===== config.mk =====
export PLATFORM = sky130hd
export DESIGN_NAME = redmule_tcdm_split
export DESIGN_NICKNAME = d
export VERILOG_FILES = /design/src/rtl/redmule_pkg.sv /design/src/rtl/redmule_tcdm_lane_fifo.sv /design/src/rtl/redmule_tcdm_lane_fifo_chk.sv /design/src/rtl/redmule_tcdm_split.sv
export SDC_FILE = /design/constraint.sdc
export NUM_CORES = 1
export LEC_CHECK = 0
export ABC_CLOCK_PERIOD_IN_PS = 8860
export BUFFER_PORTS_ARGS = -buffer_cell sky130_fd_sc_hd__buf_2
export CORE_AREA = 2 2 488 490
export CTS_CLUSTER_DIAMETER = 100
export DETAILED_ROUTE_END_ITERATION = 12
export DIE_AREA = 0 0 490 492
export PLACE_DENSITY = 0.34
export SLEW_MARGIN = 0
export SYNTH_ARGS = -nofsm -noshare
export SYNTH_HDL_FRONTEND = slang
export SYNTH_SLANG_ARGS = --single-unit

===== constraint.sdc =====
create_clock -name clk_i -period 8.86 [get_ports clk_i]
set_clock_uncertainty 0.15 [all_clocks]
set_input_delay 0.886 -clock clk_i [delete_from_list [all_inputs] [get_ports clk_i]]
set_output_delay 0.886 -clock clk_i [all_outputs]
set_load 0.03 [all_outputs]

===== src/rtl/redmule_pkg.sv =====
// Shared definitions for the RedMulE TCDM splitter: request FSM state
// encoding and lane geometry helpers (lane width, lane byte count, lane
// byte offset from the wide address).
package redmule_pkg;

    typedef logic [0:0] split_state_t;

    localparam split_state_t SPLIT_IDLE  = 1'b0;
    localparam split_state_t SPLIT_ISSUE = 1'b1;

    // Data bits carried by one narrow lane.
    function automatic int unsigned lane_width(input int unsigned dw, input int unsigned mp);
        return dw / mp;
    endfunction

    // Bytes carried by one narrow lane.
    function automatic int unsigned lane_bytes(input int unsigned dw, input int unsigned mp);
        return dw / (mp * 8);
    endfunction

    // Byte offset of a lane relative to the wide request address.
    function automatic int unsigned lane_offset(input int unsigned dw, input int unsigned mp,
                                                input int unsigned lane);
        return lane * lane_bytes(dw, mp);
    endfunction

endpackage


===== src/rtl/redmule_tcdm_lane_fifo.sv =====
// Per-lane response FIFO. Holds narrow read responses until every lane
// has one available; a push while full is dropped.
module redmule_tcdm_lane_fifo #(
    parameter int unsigned WIDTH = 64,
    parameter int unsigned DEPTH = 2
) (
    input  logic             clk_i,
    input  logic             rst_i,
    input  logic             push_i,
    input  logic [WIDTH-1:0] data_i,
    input  logic             pop_i,
    output logic [WIDTH-1:0] head_o,
    output logic             empty_o,
    output logic             full_o
);

    localparam int unsigned PW = (DEPTH > 1) ? $clog2(DEPTH) : 1;
    localparam int unsigned CW = $clog2(DEPTH + 1);

    logic [WIDTH-1:0] mem_r [DEPTH];
    logic [PW-1:0]    wr_ptr_r;
    logic [PW-1:0]    rd_ptr_r;
    logic [CW-1:0]    cnt_r;
    logic             push_ok_s;
    logic             pop_ok_s;

    // Wrap-around pointer increment for a non-power-of-two depth.
    function automatic logic [PW-1:0] ptr_inc(input logic [PW-1:0] p);
        if (p == PW'(DEPTH - 1)) begin
            return {PW{1'b0}};
        end else begin
            return p + PW'(1'b1);
        end
    endfunction

    // Status flags and qualified push/pop.
    always_comb begin
        full_o    = (cnt_r == CW'(DEPTH));
        empty_o   = (cnt_r == {CW{1'b0}});
        push_ok_s = push_i && !full_o;
        pop_ok_s  = pop_i && !empty_o;
        head_o    = mem_r[rd_ptr_r];
    end

    // Storage write; contents need no reset since the count gates reads.
    always_ff @(posedge clk_i) begin
        if (push_ok_s) begin
            mem_r[wr_ptr_r] <= data_i;
        end else begin
            mem_r[wr_ptr_r] <= mem_r[wr_ptr_r];
        end
    end

    // Pointer and occupancy bookkeeping.
    always_ff @(posedge clk_i) begin
        if (rst_i) begin
            wr_ptr_r <= {PW{1'b0}};
            rd_ptr_r <= {PW{1'b0}};
            cnt_r    <= {CW{1'b0}};
        end else begin
            if (push_ok_s) wr_ptr_r <= ptr_inc(wr_ptr_r);
            else           wr_ptr_r <= wr_ptr_r;
            if (pop_ok_s)  rd_ptr_r <= ptr_inc(rd_ptr_r);
            else           rd_ptr_r <= rd_ptr_r;
            case ({push_ok_s, pop_ok_s})
                2'b10:   cnt_r <= cnt_r + CW'(1'b1);
                2'b01:   cnt_r <= cnt_r - CW'(1'b1);
                default: cnt_r <= cnt_r;
            endcase
        end
    end

    redmule_tcdm_lane_fifo_chk i_chk (
        .clk_i  (clk_i),
        .rst_i  (rst_i),
        .push_i (push_i),
        .full_i (full_o)
    );

endmodule


===== src/rtl/redmule_tcdm_lane_fifo_chk.sv =====
// Protocol checker for one lane response FIFO: a response arriving while
// the FIFO is full is a memory-side protocol error.
module redmule_tcdm_lane_fifo_chk (
    input logic clk_i,
    input logic rst_i,
    input logic push_i,
    input logic full_i
);

    // Flag a push into a full FIFO.
    push_into_full_a : assert property (@(posedge clk_i) disable iff (rst_i) !(push_i && full_i))
        else $error("lane fifo: response pushed into full fifo, dropped");

endmodule


===== src/rtl/redmule_tcdm_split.sv =====
// Splits one wide TCDM request into MP narrow lane requests and merges the
// lane responses back into one wide response. Lanes may grant in different
// cycles; the wide grant pulses once the last lane has granted. At most
// DEPTH wide transactions are outstanding.
// Optional build macro REDMULE_TCDM_SPLIT_RESP_REG_EN registers the wide
// response outputs (response latency 2 instead of 1).
module redmule_tcdm_split
    import redmule_pkg::*;
#(
    parameter int unsigned DW    = 256,
    parameter int unsigned MP    = 4,
    parameter int unsigned AW    = 32,
    parameter int unsigned DEPTH = 2
) (
    input  logic                           clk_i,
    input  logic                           rst_i,
    input  logic                           req_i,
    output logic                           gnt_o,
    input  logic [AW-1:0]                  add_i,
    input  logic                           wen_i,
    input  logic [DW/8-1:0]                be_i,
    input  logic [DW-1:0]                  data_i,
    output logic [DW-1:0]                  r_data_o,
    output logic                           r_valid_o,
    output logic [MP-1:0]                  tcdm_req_o,
    input  logic [MP-1:0]                  tcdm_gnt_i,
    output logic [MP-1:0][AW-1:0]          tcdm_add_o,
    output logic [MP-1:0]                  tcdm_wen_o,
    output logic [MP-1:0][DW/(MP*8)-1:0]   tcdm_be_o,
    output logic [MP-1:0][DW/MP-1:0]       tcdm_data_o,
    input  logic [MP-1:0][DW/MP-1:0]       tcdm_r_data_i,
    input  logic [MP-1:0]                  tcdm_r_valid_i
);

    localparam int unsigned LW = lane_width(DW, MP);
    localparam int unsigned LB = lane_bytes(DW, MP);
    localparam int unsigned CW = $clog2(DEPTH + 1);

    split_state_t         state_r;
    logic [MP-1:0]        mask_r;
    logic [CW-1:0]        outst_r;
    logic [MP-1:0]        lane_req_s;
    logic [MP-1:0]        granted_s;
    logic                 wide_gnt_s;
    logic                 pop_s;
    logic [MP-1:0]        fifo_empty_s;
    logic [MP-1:0]        fifo_full_s;
    logic [MP-1:0][LW-1:0] head_s;

    // Lane request generation and wide grant detection.
    always_comb begin
        lane_req_s = {MP{1'b0}};
        if (rst_i) begin
            lane_req_s = {MP{1'b0}};
        end else begin
            case (state_r)
                SPLIT_IDLE: begin
                    if (req_i && (outst_r < CW'(DEPTH))) lane_req_s = {MP{1'b1}};
                    else                                 lane_req_s = {MP{1'b0}};
                end
                SPLIT_ISSUE: lane_req_s = ~mask_r;
                default:     lane_req_s = {MP{1'b0}};
            endcase
        end
        granted_s  = mask_r | (lane_req_s & tcdm_gnt_i);
        wide_gnt_s = (|lane_req_s) && (&granted_s);
    end

    // Lane payload: address offset per lane, byte-enable/data slices.
    always_comb begin
        for (int unsigned i = 0; i < MP; i++) begin
            tcdm_add_o[i]  = add_i + AW'(lane_offset(DW, MP, i));
            tcdm_be_o[i]   = be_i[i*LB +: LB];
            tcdm_data_o[i] = data_i[i*LW +: LW];
        end
        tcdm_wen_o = {MP{wen_i}};
        tcdm_req_o = lane_req_s;
        gnt_o      = wide_gnt_s;
    end

    // Request FSM: track which lanes have granted for the current request.
    always_ff @(posedge clk_i) begin
        if (rst_i) begin
            state_r <= SPLIT_IDLE;
            mask_r  <= {MP{1'b0}};
        end else if (wide_gnt_s) begin
            state_r <= SPLIT_IDLE;
            mask_r  <= {MP{1'b0}};
        end else if (|lane_req_s) begin
            state_r <= SPLIT_ISSUE;
            mask_r  <= granted_s;
        end else begin
            state_r <= state_r;
            mask_r  <= mask_r;
        end
    end

    // Outstanding wide transaction counter.
    always_ff @(posedge clk_i) begin
        if (rst_i) begin
            outst_r <= {CW{1'b0}};
        end else begin
            case ({wide_gnt_s, pop_s})
                2'b10:   outst_r <= outst_r + CW'(1'b1);
                2'b01:   outst_r <= outst_r - CW'(1'b1);
                default: outst_r <= outst_r;
            endcase
        end
    end

    for (genvar g = 0; g < MP; g++) begin : g_lane
        redmule_tcdm_lane_fifo #(
            .WIDTH (LW),
            .DEPTH (DEPTH)
        ) i_fifo (
            .clk_i   (clk_i),
            .rst_i   (rst_i),
            .push_i  (tcdm_r_valid_i[g]),
            .data_i  (tcdm_r_data_i[g]),
            .pop_i   (pop_s),
            .head_o  (head_s[g]),
            .empty_o (fifo_empty_s[g]),
            .full_o  (fifo_full_s[g])
        );
    end

    // Merge: all lane heads leave together once every lane has one.
    always_comb begin
        pop_s = !rst_i && (&(~fifo_empty_s));
    end

`ifdef REDMULE_TCDM_SPLIT_RESP_REG_EN
    logic          r_valid_r;
    logic [DW-1:0] r_data_r;

    // Registered wide response.
    always_ff @(posedge clk_i) begin
        if (rst_i) begin
            r_valid_r <= 1'b0;
            r_data_r  <= {DW{1'b0}};
        end else if (pop_s) begin
            r_valid_r <= 1'b1;
            r_data_r  <= head_s;
        end else begin
            r_valid_r <= 1'b0;
            r_data_r  <= {DW{1'b0}};
        end
    end

    // Drive outputs from the response register.
    always_comb begin
        r_valid_o = r_valid_r;
        r_data_o  = r_data_r;
    end
`else
    // Drive outputs straight from the FIFO heads.
    always_comb begin
        r_valid_o = pop_s;
        if (pop_s) r_data_o = head_s;
        else       r_data_o = {DW{1'b0}};
    end
`endif

endmodule


Word-level counts from Yosys, hierarchy flattened
Memories as Yosys holds them, arrays and structs flattened. A register that Yosys moved wholly into a read port is not among the register bits.
Index checks and enable logic that the tools add are counted.

word-level totals
  RAM bits = 512
  memories = 4
  logic and storage cells = 146
  flip-flop bits (word level) = 23

operators by class
  reduce and logical (&&, ||, !) cells = 37
  $lt $le $gt $ge = 1
  mux-type cells = 41
  equality and inequality tests = 18
  bitwise operators = 9
  add/subtract/negate cells = 21

memory list
  name                    depth  width  read ports  clocked after memory_dff  write ports  line                          source
  g_lane[0].i_fifo.mem_r  2      64     1           1                         1            redmule_tcdm_lane_fifo.sv:20  logic [WIDTH-1:0] mem_r [DEPTH];
  g_lane[1].i_fifo.mem_r  2      64     1           1                         1            redmule_tcdm_lane_fifo.sv:20
  g_lane[2].i_fifo.mem_r  2      64     1           1                         1            redmule_tcdm_lane_fifo.sv:20
  g_lane[3].i_fifo.mem_r  2      64     1           1                         1            redmule_tcdm_lane_fifo.sv:20

operators by type and width
  cell                                                                   number
  256-bit 2-to-1 mux                                                     1
  64-bit 2-to-1 mux                                                      4
  32-bit by 5-bit adder with 32-bit output, second input constant        2
  32-bit by 4-bit adder with 32-bit output, second input constant        1
  1-bit 2-to-1 mux                                                       28
  2-bit one-hot mux with 2 select lines                                  5
  2-bit equality test, second input constant                             9
  1-bit logical AND                                                      11
  2-bit by 1-bit adder with 2-bit output, second input constant          5
  2-bit by 1-bit equality test with 1-bit output, second input constant  5
  2-bit nonzero test                                                     5
  2-bit by 1-bit subtractor with 2-bit output, second input constant     5
  1-bit logical NOT                                                      9
  1-bit adder, second input constant                                     8
  2-bit logical NOT                                                      4
  4-bit 2-to-1 mux                                                       2
  4-bit inverter                                                         2
  4-bit one-hot mux with 2 select lines                                  1
  2-bit AND reduction                                                    4
  4-bit AND reduction                                                    2
  4-bit AND                                                              1
  0-bit inequality test                                                  4
  1-bit bitwise OR                                                       4
  4-bit bitwise OR                                                       1
  4 further kinds                                                        4

Depth between registers and ports, before layout
  word-level depth = 11
  mapped depth = 10
  depth with buffers taken out = 8

Hierarchy
From an unflattened synthesis, not the netlist that was laid out.

unflattened totals
  cell total of the unflattened synthesis = 1803
  area total of the unflattened synthesis = 25479.4 um2

by module, submodules not included
  module                  area each (um2)  cells each  times used
  redmule_tcdm_lane_fifo  4823.4           225         4
  redmule_tcdm_split      6185.9           903         1

Least setup slack after synthesis
OpenSTA, ideal clock, no wires.

  kind = input to register
  start point = input port tcdm_r_valid_i[0]
  end point = memory g_lane[0].i_fifo.mem_r[0][0], enable pin
  path buffers = 0
  arrival = 3770 ps
  setup time = 487 ps
  stages on the path = 2
  setup slack = 4454 ps
  cells stage by stage = o21ai_0 -> nor2_1

on the way
  word-level cells in the longest chain between the ends = 4
  elaborated cells between the ends (all ways) = 6

RTL lines
  element                                                                        line                                                        source
  from (decl)                                                                    redmule_tcdm_split.sv:32                                    input logic [MP-1:0] tcdm_r_valid_i
  1-bit logical AND (*)                                                          redmule_tcdm_lane_fifo.sv:40                                push_ok_s = push_i && !full_o;
  1-bit 2-to-1 mux (on tied branches)                                            redmule_tcdm_lane_fifo.sv:47, redmule_tcdm_lane_fifo.sv:50
  1-bit 2-to-1 mux (not written as such) or 2-bit AND reduction (tied branches)  --
  1-bit bitwise OR (no line) (*)                                                 --
  to (decl)                                                                      redmule_tcdm_lane_fifo.sv:20

Every way passes the cells marked *; elsewhere a longest branch is shown, timed or not.

==> impl_metrics.env <==
export IMPL_run_status="finished, final reports clean"
export IMPL_cpPeakStageDelay_ns=0.96
export IMPL_worst_setup_path_end_kind="output pin"
export IMPL_die_h_um=492
export IMPL_initial_standard_cell_utilization_of_the_core=0.107
export IMPL_post_cts_setup_buffer_count=0
export IMPL_grt_max_degree=95
export IMPL_critPathLaunchType="input port"
export IMPL_core_region_area_mm2=0.236
export IMPL_cts_sink_count=539
export IMPL_syn_to_final_growth_pct=26.5
export IMPL_global_route_wire_length_before_repair_mm=186
export IMPL_worst_path_most_repeated_cell="sky130_fd_sc_hd__buf_2"
export IMPL_fp_dieArea_mm2=0.241
export IMPL_cts_reportedPaths_clkPinSlew_ns=0.06
export IMPL_maxcap_violations=0
export IMPL_cp_data_arrival_time_ns=3.74
export IMPL_worstSetupPathType="in -> out"
export IMPL_io_pins=1270
export IMPL_post_synthesis_cell_area_mm2=0.0252
export IMPL_hold_path_class="in -> reg"
export IMPL_core_rowCount=179
export IMPL_ctsHoldBuffers=0
export IMPL_detailedRoute_firstPassIterationCount=4
export IMPL_p_total_mw=6.40
export IMPL_yosysSeqAreaShare=0.632
export IMPL_finalNetCount=2730
export IMPL_finalMaxSlewViolations=0
export IMPL_tns_ns=0
export IMPL_global_route_usage_total=0.119
export IMPL_maxSlewHeadroom=0.190
export IMPL_place_congestion=1.00
export IMPL_post_drt_wl_per_cell_um=28.0
export IMPL_synthDominantAreaCellType="sky130_fd_sc_hd__edfxtp_1"
export IMPL_postSynthNetCount=2386
export IMPL_grt_ovfl_total=0
export IMPL_placement_io_buffers=673
export IMPL_rsz0062_at_grt="false"
export IMPL_syn_mean_instance_area_um2=14.1
export IMPL_synth_top_area_share=0.610
export IMPL_post_drt_via_cell_ratio=2.86
export IMPL_crit_path_top_delay_cell="sky130_fd_sc_hd__nor4_1"
export IMPL_worst_slew_pin_transition_ns=1.20
export IMPL_post_cts_resized_instances=0
export IMPL_clock_root_buffer="sky130_fd_sc_hd__clkbuf_16"
export IMPL_antenna_nets_post_route=0
export IMPL_leakage_nw=10.8
export IMPL_synthCells=1789
export IMPL_final_layout_size_suffix_gt1_frac=0.419
export IMPL_drt_first_iter_violations=707
export IMPL_tritoncts="yes"
export IMPL_final_min_period_over_clock_period=0.540
export IMPL_maximum_clock_rate_mhz=209
export IMPL_drt_wl_total_mm=150
export IMPL_dpl_cell_area_mm2=0.0297
export IMPL_yosys_warnings=0
export IMPL_critPathMaxFanout=12
export IMPL_worst_ir_drop_vdd_v=0.000130
export IMPL_powerDensity_mw_per_mm2=201
export IMPL_via_count=15400
export IMPL_detail_route_drc_violations=0
export IMPL_clock_latency_on_the_worst_skew_pair_ns=0.65
export IMPL_synth_seq_cells=539
export IMPL_cts_htree_levels=3
export IMPL_cts_made_buffers=68
export IMPL_via_count_of_the_first_global_routing_pass=15700
export IMPL_die_w_um=490
export IMPL_dp_hpwl_mm=126
export IMPL_longest_clk_path_bufs=3
export IMPL_final_hold_violation_count=0
export IMPL_post_synth_num_cell_types=39
export IMPL_worst_path_required_time_ns=7.82
export IMPL_finalCriticalPeriod_ns=4.78
export IMPL_worstPathCellList="buf_2, nand4_2, nor4_1, nand3_1, xnor2_1, buf_4, buf_2"
export IMPL_timing_final_setup_violations=0
export IMPL_design_area_mm2=0.0319
export IMPL_antenna_found_initial=69
export IMPL_synth_area_leaders="sky130_fd_sc_hd__edfxtp_1 (61%), sky130_fd_sc_hd__buf_4 (10%), sky130_fd_sc_hd__mux2i_1 (10%), sky130_fd_sc_hd__nor2_4 (3.1%), sky130_fd_sc_hd__nor2_1 (3.0%)"
## power breakdown
| part | internal, mW | leakage, nW | total (mW) | switching (mW) |
|---|---|---|---|---|
| sequential | 3.02 | 5.02 | 3.07 | 0.0502 |
| combinational | 0.159 | 4.73 | 0.592 | 0.433 |
| clock | 1.56 | 1.07 | 2.73 | 1.17 |
| total | 4.74 | 10.8 | 6.40 | 1.65 |
## layer usage
metal / track usage / vias to the layer above / share of wire / routed length [um]
li1: - / 6702 / - / -
met1: 0.0719 / 7192 / 0.21 / 32200
met2: 0.225 / 1138 / 0.54 / 80400
met3: 0.119 / 254 / 0.21 / 31700
met4: 0.0414 / 70 / 0.036 / 5470
met5: 0.00119 / - / 0.0030 / 453
## metrics by stage
step	instances	util	setup WS [ns]	hold WS (ns)
2_1_floorplan	1789	-	4.45	0.308
3_3_place_gp	5230	0.126	3.85	0.345
3_5_place_dp	5230	0.126	3.88	0.346
4_1_cts	5355	0.135	3.91	0.170
5_1_grt	5363	0.135	3.83	0.204
6_report	5368	0.135	4.08	0.257
## critical path, delay by kind of cell
family / cells / cell delay (ns)
simple gates: 3 / 1.64
buf+inv: 3 / 0.79
xor+xnor: 1 / 0.41
## path summary, 6_finish.rpt
path                                          startpoint                                      end  slack (ns)  cells past startpoint
setup / recovery                               add_i[16]                           tcdm_add_o[57]        4.08                      7
hold / removal                        tcdm_r_data_i[120]  g_lane[1].i_fifo.mem_r[0][56]$_DFFE_PP_        0.26                      1
hold reg to reg   g_lane[1].i_fifo.cnt_r[1]$_SDFFE_PP0P_   g_lane[1].i_fifo.cnt_r[1]$_SDFFE_PP0P_        0.36                      2
setup reg to reg  g_lane[0].i_fifo.cnt_r[0]$_SDFFE_PP0P_                  outst_r[1]$_SDFFE_PP0P_        5.43                      7
## synth_stat cells
cell type and count:
sky130_fd_sc_hd__a21oi_1 15, sky130_fd_sc_hd__and3_1 3, sky130_fd_sc_hd__and4_1 2, sky130_fd_sc_hd__buf_1 9
sky130_fd_sc_hd__buf_12 8, sky130_fd_sc_hd__buf_2 13, sky130_fd_sc_hd__buf_4 344, sky130_fd_sc_hd__buf_6 14
sky130_fd_sc_hd__clkbuf_1 33, sky130_fd_sc_hd__dfxtp_1 27, sky130_fd_sc_hd__edfxtp_1 512, sky130_fd_sc_hd__ha_1 9
sky130_fd_sc_hd__inv_1 17, sky130_fd_sc_hd__inv_2 1, sky130_fd_sc_hd__mux2i_1 256, sky130_fd_sc_hd__nand2_1 37
sky130_fd_sc_hd__nand2b_1 3, sky130_fd_sc_hd__nand3_1 12, sky130_fd_sc_hd__nand3_4 1, sky130_fd_sc_hd__nand4_1 20
sky130_fd_sc_hd__nand4_2 3, sky130_fd_sc_hd__nor2_1 202, sky130_fd_sc_hd__nor2_2 29, sky130_fd_sc_hd__nor2_4 70
sky130_fd_sc_hd__nor2b_1 1, sky130_fd_sc_hd__nor3_1 16, sky130_fd_sc_hd__nor3_2 1, sky130_fd_sc_hd__nor4_1 11
sky130_fd_sc_hd__nor4_2 1, sky130_fd_sc_hd__nor4_4 1, sky130_fd_sc_hd__o21ai_0 9, sky130_fd_sc_hd__o21ba_2 1
sky130_fd_sc_hd__o21bai_1 1, sky130_fd_sc_hd__o22ai_1 3, sky130_fd_sc_hd__or3_1 5, sky130_fd_sc_hd__or4_1 1
sky130_fd_sc_hd__or4_4 1, sky130_fd_sc_hd__xnor2_1 61, sky130_fd_sc_hd__xor2_1 36
## cell families after synthesis
logic type,share of synthesized area
buffers and inverters,0.127
AND/OR/NAND/NOR,0.0957
multiplexers,0.102
flip-flops,0.632
adder cells (fa/ha/maj),0.00447
AO/OA/AOI/OAI,0.00621
XOR/XNOR,0.0337
## registers in the layout, summed over array words and instances (netlist names), named ones only
register and cells:
g_lane.i_fifo.rd_ptr_r 4, g_lane.i_fifo.wr_ptr_r 4, state_r 1, g_lane.i_fifo.mem_r 512, mask_r 4, outst_r 2
g_lane.i_fifo.cnt_r 8
## final cells by class
cell class              count  area (um^2)
clock inverters            43          403
repair buffers            695         3550
inverters                  18         67.6
multi-input cells         811         6160
well taps                3167         3960
flip-flops and latches    539        15900
diodes                     13         32.5
fillers                 26600       204000
clock buffers              82         1760
## layout by cell type, fill, tap and decap left out, drive strengths merged, types with 2 or more instances in the layout
cell and n:
clkinv 28, bufinv 4, nor2 301, nand3 13, mux2i 256, edfxtp 512
or4 2, buf 695, dfxtp 27, and4 2, a21oi 15, nor3 17
xor2 36, nor4 13, nand4 23, xnor2 61, o21ai 9, o22ai 3
clkbuf 82, diode 13, ha 9, nand2b 3, or3 5, nand2 37
and3 3, inv 28
Note: power is estimated with default switching activity, not from simulation.
